===== src/rtl/bufg_clk.sv =====
// ---------------------------------------------------------------------------
// bufg_clk
//   Glitch-free gated clock buffer with a pulse counter on the gated clock.
//   The enable request is captured on the falling edge of px_clk, so the
//   gated clock O can only start or stop while px_clk is low. Each enabled
//   rising edge is counted modulo DEPTH. A one-cycle terminal-count pulse
//   (tc) is raised after the count wraps from DEPTH-1 to 0.
//
// Parameters
//   DEPTH       gated clock pulses per count period
//   CNT_W       width of the pulse counter
//
// Ports
//   px_clk      in   single clock, also the buffer input
//   reset       in   synchronous active-high reset; posedge clears the
//                    counter and tc, negedge forces the enable on
//   ce          in   clock-enable request for the buffered clock
//   O           out  buffered, gated clock (px_clk AND applied enable)
//   ce_state    out  currently applied (latched) enable
//   pulse_count out  O rising edges counted in the current period
//   tc          out  terminal-count pulse, one cycle wide
// ---------------------------------------------------------------------------
module bufg_clk #(
  parameter int DEPTH = 76800,
  parameter int CNT_W = $clog2(DEPTH)
) (
  input  logic             px_clk,
  input  logic             reset,
  input  logic             ce,
  output logic             O,
  output logic             ce_state,
  output logic [CNT_W-1:0] pulse_count,
  output logic             tc
);

  localparam int unsigned LAST = DEPTH - 1;

  // Start-up values chosen so the clock runs before the first reset.
  logic             ce_q_r        = 1'b1;
  logic [CNT_W-1:0] pulse_count_r = {CNT_W{1'b0}};
  logic             tc_r          = 1'b0;

  logic [CNT_W-1:0] count_nxt_s;
  logic             tc_nxt_s;
  logic             at_last_s;
  logic             is_last_s;

  // Enable is captured on the falling edge so the AND gate below never
  // sees the enable change while px_clk is high (no runt pulses).
  always_ff @(negedge px_clk) begin
    if (reset) begin
      ce_q_r <= 1'b1;
    end else begin
      ce_q_r <= ce;
    end
  end

  // Clock path: a single AND gate, nothing else.
  assign O        = px_clk & ce_q_r;
  assign ce_state = ce_q_r;

  // The compare is done at 32 bits so a power-of-two DEPTH does not
  // truncate to zero at CNT_W bits. Values above LAST are unreachable, but
  // any such value is folded back to zero without raising tc.
  assign at_last_s = ({{(32-CNT_W){1'b0}}, pulse_count_r} >= LAST);
  assign is_last_s = ({{(32-CNT_W){1'b0}}, pulse_count_r} == LAST);

  // Next-state for the counter and terminal-count pulse.
  always_comb begin
    count_nxt_s = pulse_count_r;
    tc_nxt_s    = 1'b0;
    if (ce_q_r) begin
      if (at_last_s) begin
        count_nxt_s = {CNT_W{1'b0}};
        tc_nxt_s    = is_last_s;
      end else begin
        count_nxt_s = pulse_count_r + {{(CNT_W-1){1'b0}}, 1'b1};
        tc_nxt_s    = 1'b0;
      end
    end else begin
      count_nxt_s = pulse_count_r;
      tc_nxt_s    = 1'b0;
    end
  end

  // Counter and tc registers; reset abandons the period with no tc.
  always_ff @(posedge px_clk) begin
    if (reset) begin
      pulse_count_r <= {CNT_W{1'b0}};
      tc_r          <= 1'b0;
    end else begin
      pulse_count_r <= count_nxt_s;
      tc_r          <= tc_nxt_s;
    end
  end

  assign pulse_count = pulse_count_r;
  assign tc          = tc_r;

endmodule


===== config.mk =====
export PLATFORM = sky130hd
export DESIGN_NAME = bufg_clk
export DESIGN_NICKNAME = d
export VERILOG_FILES = /design/src/rtl/bufg_clk.sv
export SDC_FILE = /design/constraint.sdc
export NUM_CORES = 1
export LEC_CHECK = 0
export CAP_MARGIN = 10
export CELL_PAD_IN_SITES_DETAIL_PLACEMENT = 0
export CELL_PAD_IN_SITES_GLOBAL_PLACEMENT = 1
export CORE_ASPECT_RATIO = 1.2
export CORE_MARGIN = 2
export CORE_UTILIZATION = 31
export CTS_CLUSTER_DIAMETER = 200
export CTS_CLUSTER_SIZE = 8
export DETAILED_ROUTE_END_ITERATION = 10
export PLACE_DENSITY = 0.76
export SETUP_SLACK_MARGIN = 0.1
export SYNTH_ARGS = -nofsm -noshare
export SYNTH_HDL_FRONTEND = slang
export SYNTH_SLANG_ARGS = --single-unit

===== constraint.sdc =====
create_clock -name px_clk -period 1.61 [get_ports px_clk]
set_input_delay 0.161 -clock px_clk [delete_from_list [all_inputs] [get_ports px_clk]]
set_output_delay 0.161 -clock px_clk [all_outputs]
set_load 0.02 [all_outputs]

==> results.tsv <==
stage	metric	value	unit
pwr	Lkg Pwr	0.7471	nW
yosys	post-synth top area cell	dfxtp_1	
timing	Final Hold Vio Count	0	
worst_setup_path	crit path max fanout	6	
yosys	Synth Register Bits	19	
placed_design	Port-buffer cells	22	
job	max cap viols	0	
yosys	Post-Synth Adder-Cell Area	0.01383	
routing	DR vias/cell	4.898	
routing	drt drc	0	
cells_and_area	fillcell total	282	
worst_setup_path	most frequent CP cell	buf_4	
global_routing	GRT overflow	0	
global_routing	global-route usage over all layers	0.1652	
yosys	top cells by area, synth	dfxtp_1, xor2_1, nor2_1, nand4_1, xnor2_1	
cells_and_area	Sequential Area	385.4	um2
timing	# setup viols final	21	
cells_and_area	number of diodes	0	
floorplan	core area	2785	um2
routing	Detail Route Antenna Nets	0	
yosys	Synth Flop Type	dfxtp_1	
yosys	Post-synth top cells	dfxtp_1, nor2_1, nand4_1, xor2_1, nand2_1	
timing	fin. max-slew vios	0	
timing	skew final	0.06792	ns
outcome	violated checks	negative setup slack	
pwr	PwrDens	866.6	nW/um2
timing	Least-Margin Pin Slew	0.3012	ns
worst_setup_path	Req. time, crit path	1.96	ns
routing	routed via count	960	
cts	TritonCTS clock tree	built	
floorplan	die area	3368	um2
outcome	outcome	finished, violations left	
routing	wire per inst	12.74	um
yosys	simple-gate share of the synthesized area	0.2891	
yosys	Compound-Gate Fraction of Synth Area	0.1051	
worst_setup_path	Worst Path Buf+Inv	2	
worst_setup_path	crit-path max cell delay	0.36	ns
worst_hold_path	hold path start	reset	
worst_hold_path	Hold WC Path Type	in -> reg	
yosys	Synth top area share	0.4205	
cells_and_area	multi-input logic area	554.3	um2
yosys	Mapped Area	904.6	um2
placed_design	routability cong.	0.8579	
yosys	largest family of logic cells by synthesized area	simple AND/OR/NAND/NOR gates	
global_routing	vias in the first global route	937	
worst_setup_path	Setup CP Type	reg -> reg	
routing	Pre-antenna DRT Iters	4	
floorplan	num rows	21	
yosys	xor and xnor area share after synthesis	0.1259	
worst_setup_path	Critical path origin	ce_state	
cells_and_area	layout cells sized above 1	0.3519	
timing	Slew headroom	0.7974	
placed_design	pre-CTS WS	-0.4755	ns
worst_setup_path	worst r2r src	ce_state	
worst_setup_path	Critical Path AT	2.45	ns
yosys	mux cell area share after synthesis	0.01107	
timing	hold slack	0.4285	ns
pwr	Peak VDD IR	0.6432	mV
worst_setup_path	Top delay family on crit path	compound AO/OA/AOI/OAI gates	
placed_design	placed inst area	1405	um2
cts	CTS Hold Bufs	0	
worst_setup_path	endpoint class of the critical path	register	
worst_setup_path	critical path launch point type	register	
yosys	Synth warnings	0	
cells_and_area	nets	167	
routing	Detailed Route WL	2498	um
yosys	Mapped Cells	102	
floorplan	initial core utilization	0.3248	
yosys	syn avg cell area	8.869	um2
cts	clock slew at reported path FFs	0.11	ns
timing	Final WS setup	-0.4925	ns
floorplan	height of the die	63.18	um
cells_and_area	final instance area	1506	um2
worst_setup_path	Critical-path top delay cell	dfxtp_4	
global_routing	initial antenna violation count	0	
yosys	synth unique cells	30	
global_routing	largest net degree at the start of global routing	11	
worst_setup_path	crit-path cells	o311a_1, o2bb2ai_4, o41ai_4, buf_4, buf_4, a21oi_1	
floorplan	Ports	23	
yosys	most common cell in the netlist	dfxtp_1	
routing	first-iteration detailed-routing DRC count	13	
cts	Clock Latency Late Sink	0.48	ns
yosys	Seq/Total Area, Yosys	0.4205	
timing	RSZ-0062 raised after global routing	yes	
placed_design	DP HPWL	1797	um
cells_and_area	area delta synth->final	66.53	%
timing	setup TNS	-8.899	ns
yosys	Async S/R FF share, synth	0	
yosys	Post-Syn Nets	106	
floorplan	die width	53.31	um
global_routing	global-route wire length before repair	4084	um
yosys	number of flops mapped to enable cells by yosys	0	
[layout by cell type, fill, tap and decap left out, types with 3 or more instances in the layout]
master         synthesis  layout
buf_4                  0      33
xor2_1                 8       8
dlygate4sd2_1          0      17
xnor2_1                5       5
dfxtp_1               19      17
nor3_1                 5       3
buf_6                  1       3
a21oi_1                3       3
nand2_1                7       7
clkbuf_4               0       6
or3_1                  3       3
nor2_1                16      16
nand4_1                8       8
[power breakdown]
group	switching [mW]	internal [mW]	total, mW
clock	0.211	0.232	0.443
combinational	0.175	0.146	0.321
sequential	0.0339	0.507	0.541
[stage by stage]
step | utilization | std cells | power (mW)
2_1_floorplan | - | 102 | 0.7782
3_3_place_gp | 0.5045 | 185 | 0.9647
3_5_place_dp | 0.5045 | 185 | 0.9774
4_1_cts | 0.5346 | 196 | 1.324
5_1_grt | 0.5409 | 196 | 1.386
6_report | 0.5409 | 196 | 1.305
[worst paths after layout]
check             slack, ns              end  cells past startpoint
setup / recovery      -0.49  pulse_count[16]                      6
hold reg to reg        0.61   pulse_count[6]                      3
setup reg to reg      -0.49  pulse_count[16]                      6
hold / removal         0.43               tc                      3
[routing by layer]
| layer | track usage | part of all wire |
|---|---|---|
| met2 | 0.2639 | 0.51 |
| met5 | 0 | 0 |
| met1 | 0.2024 | 0.44 |
| met3 | 0.02370 | 0.023 |
| met4 | 0.09936 | 0.019 |
[registers in the layout, indices dropped and copies added, names as in the netlist]
signal / cells
ce_state: 1
pulse_count: 17
tc: 1
[final cells by class]
class / count / share of cell area
inverter: 1 / 0.002492
tap: 34 / 0.02824
clock buffer: 8 / 0.03987
multi-input combinational: 77 / 0.3679
clock inverter: 1 / 0.002492
sequential: 19 / 0.2558
timing repair buffer: 56 / 0.3032
[kinds of logic (layout without fill, tap and decap cells)]
group,count (synthesis),in the layout
xor+xnor,13,13
buf+inv,6,66
flops,19,19
mux,1,1
compound gates,11,11
simple gates,51,51
fa+ha+maj,1,1
[worst register-to-register path, stage by stage, from the launching register on]
cell and delay, ns:
dfxtp_4 0.36, o311a_1 0.14, o2bb2ai_4 0.17, o41ai_4 0.11
buf_4 0.16, buf_4 0.13, a21oi_1 0.10
[what timing repair did]
| item | in CTS | in global routing |
|---|---|---|
| setup buffers | 4 | 0 |
| endpoints found under the setup margin | 38 | 22 |
| gates resized for setup | 34 | 4 |
| pin swaps | 3 | 2 |
(Power assumes the default switching activity.)
